[src/rtl/alu_seq.sv]
// alu_seq: multi-cycle ALU stage with single-cycle arithmetic/logic and iterative shifts behind valid/ready handshakes
module alu_seq #(
   parameter int WIDTH      = 32,
   parameter int SHIFT_STEP = 1
) (
   input  logic             clk,
   input  logic             rst_n,
   input  logic             valid_i,
   output logic             ready_o,
   input  logic [3:0]       ALUControl,
   input  logic [WIDTH-1:0] SrcA,
   input  logic [WIDTH-1:0] SrcB,
   output logic             valid_o,
   input  logic             ready_i,
   output logic [WIDTH-1:0] ALUResult,
   output logic             Zero
);
   localparam int SW = $clog2(WIDTH);
   typedef enum logic [1:0] {IDLE, SHIFT, DONE} state_t;
   state_t           state_q, state_d;
   logic [3:0]       op_q, op_d;
   logic [WIDTH-1:0] acc_q, acc_d, res_q, res_d, alu, shifted, sra_v;
   logic [SW-1:0]    cnt_q, cnt_d, k, shamt;
   logic             zero_q, zero_d, is_shift;
   assign ready_o   = state_q == IDLE;
   assign valid_o   = state_q == DONE;
   assign ALUResult = res_q;
   assign Zero      = zero_q;
   assign shamt     = SrcB[SW-1:0];
   assign is_shift  = ALUControl inside {4'b0110, 4'b0111, 4'b1000};
   assign k         = (cnt_q < SW'(SHIFT_STEP)) ? cnt_q : SW'(SHIFT_STEP);
   assign sra_v     = $signed(acc_q) >>> k;
   // single-cycle result; shifts only land here with shamt 0, so they pass SrcA through
   always_comb begin
      case (ALUControl)
         4'b0000: alu = SrcA + SrcB;
         4'b0001: alu = SrcA - SrcB;
         4'b0010: alu = SrcA & SrcB;
         4'b0011: alu = SrcA | SrcB;
         4'b0100: alu = SrcA ^ SrcB;
         4'b0101: alu = WIDTH'($signed(SrcA) < $signed(SrcB));
         4'b0110, 4'b0111, 4'b1000: alu = SrcA;
         4'b1001: alu = WIDTH'(SrcA < SrcB);
         4'b1010: alu = SrcB;
         default: alu = '0;
      endcase
   end
   // one shift step of at most SHIFT_STEP positions on the accumulator
   always_comb begin
      shifted = op_q == 4'b0110 ? acc_q << k : op_q == 4'b0111 ? acc_q >> k : sra_v;
   end
   // next-state logic: accept in IDLE, iterate in SHIFT, hold in DONE until consumed
   always_comb begin
      state_d = state_q;
      op_d    = op_q;
      acc_d   = acc_q;
      cnt_d   = cnt_q;
      res_d   = res_q;
      zero_d  = zero_q;
      if (state_q == IDLE && valid_i) begin
         if (is_shift && shamt != '0) begin
            state_d = SHIFT;
            op_d    = ALUControl;
            acc_d   = SrcA;
            cnt_d   = shamt;
         end else begin
            state_d = DONE;
            res_d   = alu;
            zero_d  = alu == '0;
         end
      end else if (state_q == SHIFT) begin
         acc_d = shifted;
         cnt_d = cnt_q - k;
         if (cnt_q == k) begin
            state_d = DONE;
            res_d   = shifted;
            zero_d  = shifted == '0;
         end
      end else if (state_q == DONE && ready_i) begin
         state_d = IDLE;
      end
   end
   // state and datapath registers; reset drops any in-flight operation
   always_ff @(posedge clk or negedge rst_n) begin
      if (!rst_n) begin
         state_q <= IDLE;
         op_q    <= '0;
         acc_q   <= '0;
         cnt_q   <= '0;
         res_q   <= '0;
         zero_q  <= 1'b1;
      end else begin
         state_q <= state_d;
         op_q    <= op_d;
         acc_q   <= acc_d;
         cnt_q   <= cnt_d;
         res_q   <= res_d;
         zero_q  <= zero_d;
      end
   end
endmodule

[config.mk]
export PLATFORM = sky130hd
export DESIGN_NAME = alu_seq
export DESIGN_NICKNAME = d
export VERILOG_FILES = /design/src/rtl/alu_seq.sv
export SDC_FILE = /design/constraint.sdc
export NUM_CORES = 1
export LEC_CHECK = 0
export ABC_CLOCK_PERIOD_IN_PS = 4300
export BUFFER_PORTS_ARGS = -buffer_cell sky130_fd_sc_hd__buf_4
export CORE_MARGIN = 2
export CORE_UTILIZATION = 35
export DETAILED_ROUTE_END_ITERATION = 8
export GPL_TIMING_DRIVEN = 0
export SETUP_SLACK_MARGIN = 0.1
export SYNTH_ARGS = -nofsm -noshare
export SYNTH_HDL_FRONTEND = slang
export SYNTH_SLANG_ARGS = --single-unit
[constraint.sdc]
create_clock -name clk -period 4.3 [get_ports clk]
set_clock_uncertainty 0.1 [all_clocks]
set_input_delay 0.645 -clock clk [delete_from_list [all_inputs] [get_ports clk]]
set_output_delay 0.645 -clock clk [all_outputs]
set_load 0.03 [all_outputs]
==> results of run 1 <==
[worst reg2reg max path: stages (launching register included)]
cell and delay, ns:
dfrtp_1 0.44, or3_1 0.44, nor3_1 0.34, clkbuf_1 0.35
clkbuf_1 0.53, nor2_1 0.11, a21oi_1 0.35, nand4_1 0.14
nor4_1 0.40, and3_1 0.25, a21oi_1 0.06, o41ai_2 0.09
[state kept, by name (all words and copies together), names as in the netlist]
register	cells
ALUResult	32
Zero	1
acc_q	32
cnt_q	5
op_q	4
state_q	2
[Yosys cell counts (12+ instances only)]
cell type / instances / area share
mux2i_1: 42 / 0.042
o221ai_1: 13 / 0.011
ha_1: 97 / 0.12
nand2b_1: 13 / 0.0080
dfrtp_1: 75 / 0.19
inv_1: 98 / 0.036
nor3_1: 35 / 0.017
a21oi_1: 210 / 0.10
nand2_1: 110 / 0.041
nor2b_1: 21 / 0.013
clkbuf_1: 79 / 0.029
nor2_1: 204 / 0.076
a31oi_1: 13 / 0.0080
buf_1: 12 / 0.0044
a211oi_1: 17 / 0.013
nand3_1: 24 / 0.012
o211ai_1: 20 / 0.015
nor4_1: 19 / 0.012
nand4_1: 17 / 0.011
o21ai_0: 96 / 0.047
[power groups by stage]
stage,logic [mW],registers [mW],clock network (mW)
after floorplan,1.93,1.57,0
after global placement,3.31,1.36,0
after detailed placement,3.33,1.37,0
after CTS,3.38,1.36,0.842
after global routing,3.77,1.42,0.871
final,3.46,1.37,0.844
[kinds of logic (layout without fill, tap and decap cells)]
family	count (synthesis)	in the layout	synth area share
AOI/OAI and AO/OA	520	520	0.326
and+or+nand+nor	500	500	0.230
buffers and inverters	197	326	0.0744
adders and majority gates	99	99	0.124
DFF	76	76	0.188
muxes	47	47	0.0471
xor gates and xnor gates	12	12	0.0104
[routing by layer]
layer	vias to the layer above	track usage	wire length, µm
met1	5894	0.444	21400
met2	656	0.491	21500
met3	115	0.0392	4200
met4	0	0.125	2200
met5	-	0	0
li1	5525	-	-
[through the flow]
step	cell area (µm²)	power [mW]	hold slack [ns]
global route	12100	6.06	0.414
CTS	12000	5.58	0.375
floorplan	10100	3.50	0.249
detailed placement	11400	4.70	0.361
finish	12100	5.67	0.358
global placement	11400	4.67	0.354
[timing repair]
| action | CTS | global route |
|---|---|---|
| gates cloned | 0 | 0 |
| setup endpoints to repair | 28 | 15 |
| gates resized for setup | 52 | 48 |
| buffers inserted | 3 | 4 |
| pin swaps | 4 | 9 |
[final cells by class]
cell class | instances | area, µm²
repair buffers | 115 | 871
inverters | 100 | 375
multi-input cells | 1178 | 7770
fillers | 3065 | 16500
flip-flops and latches | 76 | 1900
plain buffers | 95 | 414
well taps | 384 | 480
clock inverters | 7 | 97.6
clock buffers | 9 | 225
[worst paths after layout]
check	startpoint	end	slack [ns]	cells past startpoint
worst max-delay path	SrcA[10]	Zero	0.13	15
worst min register to register	ALUResult[18]	ALUResult[18]	0.37	2
worst max register to register	cnt_q[1]	Zero	0.60	11
max in group asynchronous	rst_n	ALUResult[7]	3.08	1
min in group clk	ALUResult[18]	ALUResult[18]	0.37	2
worst min-delay path	rst_n	acc_q[24]	0.36	1
==> impl_metrics.csv, run 1 <==
group,metric,value,unit
route,wl_per_cell,25.1,µm
floorplan,fp.dieW,174,µm
global_routing,grt_usage,0.316,
sta,setup_violations,0,
yosys,synth_warnings,0,
layout,diodes,0,
power,power_leakage,5.14,nW
power,power_frac_clock,0.149,
placement,place_inst,1943,
yosys,synth_async_sr_flop_share,1.00,
global_routing,overflow,0,
route,drc_errors,0,
sta,maxSlewViolCount,0,
yosys,syn-mean-instance-area,6.98,µm²
clocking,clock_path_buffers,2,
setup_path,start_kind,"input port",
route,ant_nets,0,
setup_path,critPathTopFamily,"simple AND/OR/NAND/NOR gates",
power,switching_share,0.516,
clocking,cts_htree_levels,3,
floorplan,start_util,0.354,
power,power_density,467,nW/µm²
sta,tightest_slew,1.31,ns
clocking,cts_tree,"built",
power,p_seq_frac,0.241,
layout,final_common_cell,"a21oi_1",
clocking,clk_pin_slew,0.07,ns
power,power.internal,2.75,mW
floorplan,die-area,30300,µm²
sta,grt_setup_unrepaired,"true",
placement,pre_cts_ws,-1.23,ns
route,vias,12200,
power,ir_drop,0.268,mV
yosys,synth_nets,1622,
power,switchingPower,2.93,mW
floorplan,core,28600,µm²
layout,drive_gt1_frac,0.150,
clocking,cts_root_buf,"clkbuf_16",
yosys,ys.flop_type,"dfrtp_1",
hold_path,hp-class,"input port to asynchronous set/reset pin",
yosys,synth-edff-count,0,
sta,finalSetupTns,0,ns
job,maxCapViolCount,0,
global_routing,antenna_found_initial,0,
layout,final_cell_mix,"a21oi_1 (204), nor2_1 (203), buf_4 (113)",
floorplan,row_count,62,
sta,hold_viol_final,0,
global_routing,grt_pass1_wl,73.4,mm
setup_path,end_kind,"register",
layout,final_nets,1746,
sta,fmaxAchievable,0.240,GHz
yosys,synth_cells,1451,
clocking,ctsHoldBuffers,0,
layout,utilization,0.424,
yosys,syn-cell-area,10100,µm²
route,vias_per_cell,6.21,
sta,relSlewSlack,0.123,
setup_path,cp_common_cell,"or4_4",
setup_path,criticalPathCategory,"input port to register",
floorplan,die_height,174,µm
yosys,synth_cell_types,86,
sta,timing.final.crit_share,0.970,
yosys,synth_seq_area_share,0.188,
setup_path,cp_num_buf_inv,3,
setup_path,worstPathRequired,4.45,ns
floorplan,num_io_pins,107,
clocking,numCtsBuffers,9,
yosys,ys_seq_elements,76,
route,drtIter0Drc,1759,
power,p_comb_frac,0.610,
placement,dp_hpwl,38.4,mm
setup_path,cp_max_fo,9,
placement,gp_congestion,0.995,
placement,numPortBuffers,105,
global_routing,grt_max_degree,77,
setup_path,critical_path_arrival,4.32,ns
layout,area_delta_synth_final,19.9,%
clocking,clk_latency,0.35,ns
sta,fin_ws,0.130,ns
setup_path,critPathMaxStageDelay,0.54,ns
setup_path,crit_chain,"buf_4, inv_1, ha_1, buf_6, or4_4, or4_4, a21oi_4, o311ai_4, and3_1, a2bb2oi_1, xnor2_1, a221oi_2, nor4b_2, nand4b_1, o41ai_2",
run_status,outcome,"finished clean",
layout,layout.cells.non_filler,1964,
route,wl,49.2,mm
setup_path,cpMaxStageDelayCell,"or4_4",
route,first_pass_iters,6,
clocking,cts_sinks,76,
sta,final.min_clock_period,4.17,ns
global_routing,grt_pass1_vias,11500,
No activity file was read; power rests on OpenSTA's default activity.
==> run 2, diff against run 1 <==
Settings changed: CTS_BUF_LIST from default to sky130_fd_sc_hd__clkbuf_8 sky130_fd_sc_hd__clkbuf_16, PLACE_DENSITY_LB_ADDON from default to 0.1.
==> run 2 against run 1 <==
Compared with the run above: flip-flop and latch count is the same; critical path depth shrank 1; register-to-register slack lost 0.02 ns; fmax grew 0.99%; combinational power is essentially flat; die area is the same; critical path type unchanged; largest cell class unchanged.
==> impl_metrics.csv, run 2 (synthesized netlist as in run 1, its figures left out) <==
group,metric,value,unit
setup_path,ff2ff_path_depth,11,
global_routing,antenna_found_initial,0,
job,maxCapViolCount,0,
setup_path,r2r_slack,0.58,ns
power,design_power_total,5.69,mW
global_routing,grt_usage,0.317,
global_routing,overflow,0,
sta,maxSlewViolCount,0,
route,ant_nets,0,
sta,final.min_clock_period,4.13,ns
sta,hold_viol_final,0,
setup_path,crit_end,"Zero",
route,drc_errors,0,
route,vias,12100,
sta,grt_setup_unrepaired,"false",
sta,relSlewSlack,0.0806,
setup_path,timing.rr.end,"Zero",
clocking,ctsHoldBuffers,0,
global_routing,grt_max_degree,77,
clocking,clock_path_buffers,2,
route,vias_per_cell,6.16,
run_status,outcome,"finished clean",
floorplan,fp.dieW,174,µm
sta,tightest_slew,1.37,ns
setup_path,r2r_start,"cnt_q[1]",
floorplan,start_util,0.354,
route,drtIter0Drc,1357,
setup_path,critical_path_arrival,4.27,ns
floorplan,die-area,30300,µm²
route,wl_per_cell,24.8,µm
hold_path,hp-class,"input port to asynchronous set/reset pin",
floorplan,die_height,174,µm
floorplan,row_count,62,
placement,placed_cell_area,11400,µm²
layout,postLayoutCellArea,12300,µm²
global_routing,grt_pass1_vias,11500,
setup_path,worstPathRequired,4.44,ns
layout,fillers,3017,
global_routing,grt_pass1_wl,73.2,mm
setup_path,cp_max_fo,10,
setup_path,end_kind,"register",
clocking,cts_root_buf,"clkbuf_16",
power,power_leakage,5.17,nW
layout,final_common_cell,"a21oi_1",
sta,fmaxAchievable,0.242,GHz
floorplan,num_io_pins,107,
sta,timing.final.crit_share,0.960,
clocking,cts_tree,"built",
clocking,clk_latency,0.35,ns
placement,dp_hpwl,38.0,mm
sta,setup_violations,0,
clocking,clk_pin_slew,0.06,ns
setup_path,cp-startpoint,"SrcA[17]",
layout,final_nets,1750,
layout,area_delta_synth_final,21.1,%
route,wl,48.8,mm
clocking,cts_htree_levels,3,
floorplan,core,28600,µm²
placement,gp_congestion,0.989,
layout,drive_gt1_frac,0.153,
clocking,numCtsBuffers,9,
setup_path,criticalPathCategory,"input port to register",
layout,diodes,0,
placement,numPortBuffers,105,
layout,final_cell_mix,"a21oi_1 (204), nor2_1 (203), buf_4 (116)",
clocking,cts_sinks,76,
power,ir_drop,0.342,mV
power,power_density,464,nW/µm²
route,first_pass_iters,6,
setup_path,start_kind,"input port",
## run 2: cell count changes in the layout (fill, tap and decap cells not counted), moves of 3 or more
cell,before,now
clkbuf_8,0,3
clkbuf_2,22,17
clkbuf_1,55,59
buf_4,113,116
## run 2: timing repair
item | 4_1_cts | 5_1_grt
resized for setup | 58 | 47
setup buffers | 3 | 8
endpoints found under the setup margin | 22 | 2
pin swaps | 6 | 19
## run 2: final cells by class
type | instances | area, µm² | share of cell area
buffer | 95 | 414 | 0.0338
clock buffer | 12 | 267 | 0.0217
clock inverter | 4 | 71.3 | 0.00582
inverter | 100 | 375 | 0.0306
multi-input combinational | 1178 | 7840 | 0.640
sequential | 76 | 1900 | 0.155
tap | 384 | 480 | 0.0392
timing repair buffer | 119 | 908 | 0.0741
## run 2: per-stage QoR
| step | setup TNS [ns] | hold slack [ns] | std cells | utilization | setup slack [ns] |
|---|---|---|---|---|---|
| after global placement | -21.79 | 0.355 | 1940 | 0.398 | -1.36 |
| after global routing | 0 | 0.399 | 1968 | 0.428 | 0.109 |
| after CTS | 0 | 0.373 | 1961 | 0.420 | 0.0837 |
| after floorplan | 0 | 0.249 | 1451 | - | 0.204 |
| final | 0 | 0.350 | 1968 | 0.428 | 0.171 |
| after detailed placement | -16.76 | 0.359 | 1943 | 0.400 | -1.33 |
## run 2: worst min path at each step
stage,from,to,slack [ns],depth (start not counted)
floorplan,rst_n,ALUResult[0],0.25,0
global placement,ALUResult[7],ALUResult[7],0.36,2
detailed placement,ALUResult[5],ALUResult[5],0.36,2
CTS,ALUResult[16],ALUResult[16],0.37,2
global route,ALUResult[31],ALUResult[31],0.40,1
finish,rst_n,ALUResult[26],0.35,1
## run 2: worst max-delay path, stage by stage
cell      delay [ns]
buf_4           0.14
inv_1           0.05
ha_1            0.37
clkbuf_1        0.32
nor4_2          0.46
a21boi_0        0.49
nand2_1         0.12
o21ai_2         0.29
a211o_1         0.18
nand4b_1        0.12
mux2_2          0.29
a22oi_1         0.30
nand2b_1        0.12
o41ai_2         0.36
## run 2: per-layer routing
| layer | up-vias | global-route usage | share of wire | wire (µm) |
|---|---|---|---|---|
| met5 | - | 0 | 0 | 0 |
| met4 | 0 | 0.116 | 0.040 | 1970 |
| met3 | 106 | 0.0475 | 0.078 | 3810 |
| met2 | 619 | 0.486 | 0.43 | 21000 |
| met1 | 5879 | 0.449 | 0.45 | 22000 |
| li1 | 5527 | - | - | - |
## run 2: report_power, final
group	internal [mW]	switching, mW
Sequential	1.07	0.301
Clock	0.554	0.319
Combinational	1.18	2.27
Total	2.80	2.89
==> run 3, diff against run 2 <==
Settings changed: ABC_CLOCK_PERIOD_IN_PS 4300 to 4059, PLACE_DENSITY_LB_ADDON 0.1 to default.
Clock period 4.3 ns to 4.06 ns, I/O delays scaled along.
==> run 3 against run 2 <==
Compared with the run above: final cell count up 0.97%; die area is the same; global-route usage decreased by 0.40 points; sequential power is 5% higher; flip-flop and latch count is the same; the flow now finishes with violations (setup timing); largest cell class unchanged; first-iteration DRC count up 11%; critical endpoint unchanged; worst hold slack improved by 0.0053 ns; power grew 7.0%.
==> impl_metrics.csv, run 3 (synthesized netlist as in run 1, its figures left out) <==
group,metric,value,unit
layout,drive_gt1_frac,0.178,
route,first_pass_iters,7,
layout,final_nets,1769,
route,wl,49.7,mm
route,drc_errors,0,
layout,postLayoutCellArea,12600,µm²
sta,relSlewSlack,0.0431,
sta,hold_viol_final,0,
route,ant_nets,0,
placement,gp_congestion,0.999,
setup_path,criticalPathCategory,"input port to register",
clocking,cts_htree_levels,3,
setup_path,cp_max_fo,10,
placement,placed_cell_area,11400,µm²
global_routing,grt_max_degree,77,
floorplan,start_util,0.354,
setup_path,worstPathRequired,4.21,ns
setup_path,critical_path_arrival,4.24,ns
floorplan,num_io_pins,107,
floorplan,core,28600,µm²
sta,setup_violations,1,
route,vias_per_cell,6.23,
hold_path,hp-class,"input port to asynchronous set/reset pin",
placement,numPortBuffers,105,
clocking,cts_sinks,76,
layout,diodes,0,
clocking,ctsHoldBuffers,0,
setup_path,r2r_start,"cnt_q[1]",
setup_path,ff2ff_path_depth,11,
clocking,clk_pin_slew,0.06,ns
setup_path,end_kind,"register",
route,drtIter0Drc,1503,
setup_path,start_kind,"input port",
placement,pre_cts_ws,-1.49,ns
sta,tightest_slew,1.43,ns
run_status,violations,"setup timing",
route,wl_per_cell,25.0,µm
route,vias,12400,
layout,fillers,3022,
global_routing,grt_pass1_vias,11300,
clocking,cts_tree,"built",
floorplan,fp.dieW,174,µm
job,maxCapViolCount,0,
clocking,cts_root_buf,"clkbuf_16",
placement,dp_hpwl,38.3,mm
sta,grt_setup_unrepaired,"true",
sta,fmaxAchievable,0.245,GHz
power,power_density,484,nW/µm²
setup_path,r2r_slack,0.33,ns
floorplan,die_height,174,µm
global_routing,grt_pass1_wl,72.0,mm
global_routing,antenna_found_initial,0,
sta,maxSlewViolCount,0,
power,ir_drop,0.279,mV
clocking,numCtsBuffers,9,
layout,final_cell_mix,"a21oi_1 (203), nor2_1 (202), buf_4 (131)",
sta,final.min_clock_period,4.09,ns
sta,timing.final.crit_share,1.01,
floorplan,die-area,30300,µm²
floorplan,row_count,62,
global_routing,overflow,0,
sta,fin_ws,-0.0254,ns
global_routing,grt_usage,0.313,
clocking,clk_latency,0.35,ns
layout,area_delta_synth_final,24.3,%
layout,final_common_cell,"a21oi_1",
power,power_leakage,5.31,nW
setup_path,timing.rr.end,"Zero",
run_status,outcome,"finished with violations",
sta,hold_slack,0.355,ns
clocking,clock_path_buffers,2,
-- run 3: what timing repair did --
action	4_1_cts	5_1_grt
gates resized for setup	62	113
pin swaps	9	36
buffers inserted	6	26
setup endpoints to repair	57	46
-- run 3: final cells by class --
class / count / area [µm²] / area share
flip-flops and latches: 76 / 1900 / 0.151
repair buffers: 139 / 1090 / 0.0870
inverters: 100 / 375 / 0.0298
clock buffers: 10 / 239 / 0.0190
multi-input cells: 1178 / 7950 / 0.632
well taps: 384 / 480 / 0.0382
clock inverters: 6 / 78.8 / 0.00626
plain buffers: 94 / 464 / 0.0369
-- run 3: worst max path at each step --
stage / startpoint / to / slack (ns) / cells after the start
after CTS: SrcA[10] / Zero / -0.09 / 14
after detailed placement: ALUControl[2] / Zero / -1.49 / 12
after global routing: SrcB[0] / Zero / -0.10 / 16
final: ALUControl[0] / Zero / -0.03 / 13
after global placement: ALUControl[2] / Zero / -1.48 / 12
after floorplan: SrcA[0] / Zero / 0.13 / 13
-- run 3: critical path: stages --
cell      delay (ns)
clkbuf_1        0.35
buf_2           0.33
clkbuf_2        0.34
clkbuf_2        0.41
a21oi_1         0.13
a22o_1          0.21
a221oi_1        0.37
nand2_1         0.10
nor4_1          0.38
nand4_1         0.22
nor4_4          0.34
nand4b_1        0.20
o41ai_2         0.23
-- run 3: metrics by stage --
stage                     TNS, ns  power [mW]   util  instances
after global routing       -0.103        6.48  0.440       1987
final                     -0.0254        6.09  0.440       1987
after global placement     -30.56        4.95  0.398       1940
after CTS                 -0.0862        5.90  0.420       1962
after floorplan                 0        3.70      -       1451
after detailed placement   -26.42        4.98  0.400       1942
-- run 3: power by group --
part	total (mW)	internal, mW	switching (mW)
clock	0.885	0.550	0.335
combinational	3.77	1.30	2.47
sequential	1.44	1.13	0.311
total	6.09	2.98	3.11
-- run 3: per-layer routing --
metal  vias to the layer above  track usage  share of wire
met4                         0        0.112          0.041
met3                       131       0.0435          0.091
met1                      5929        0.446           0.44
met2                       753        0.480           0.43
li1                       5571            -              -
met5                         -            0              0
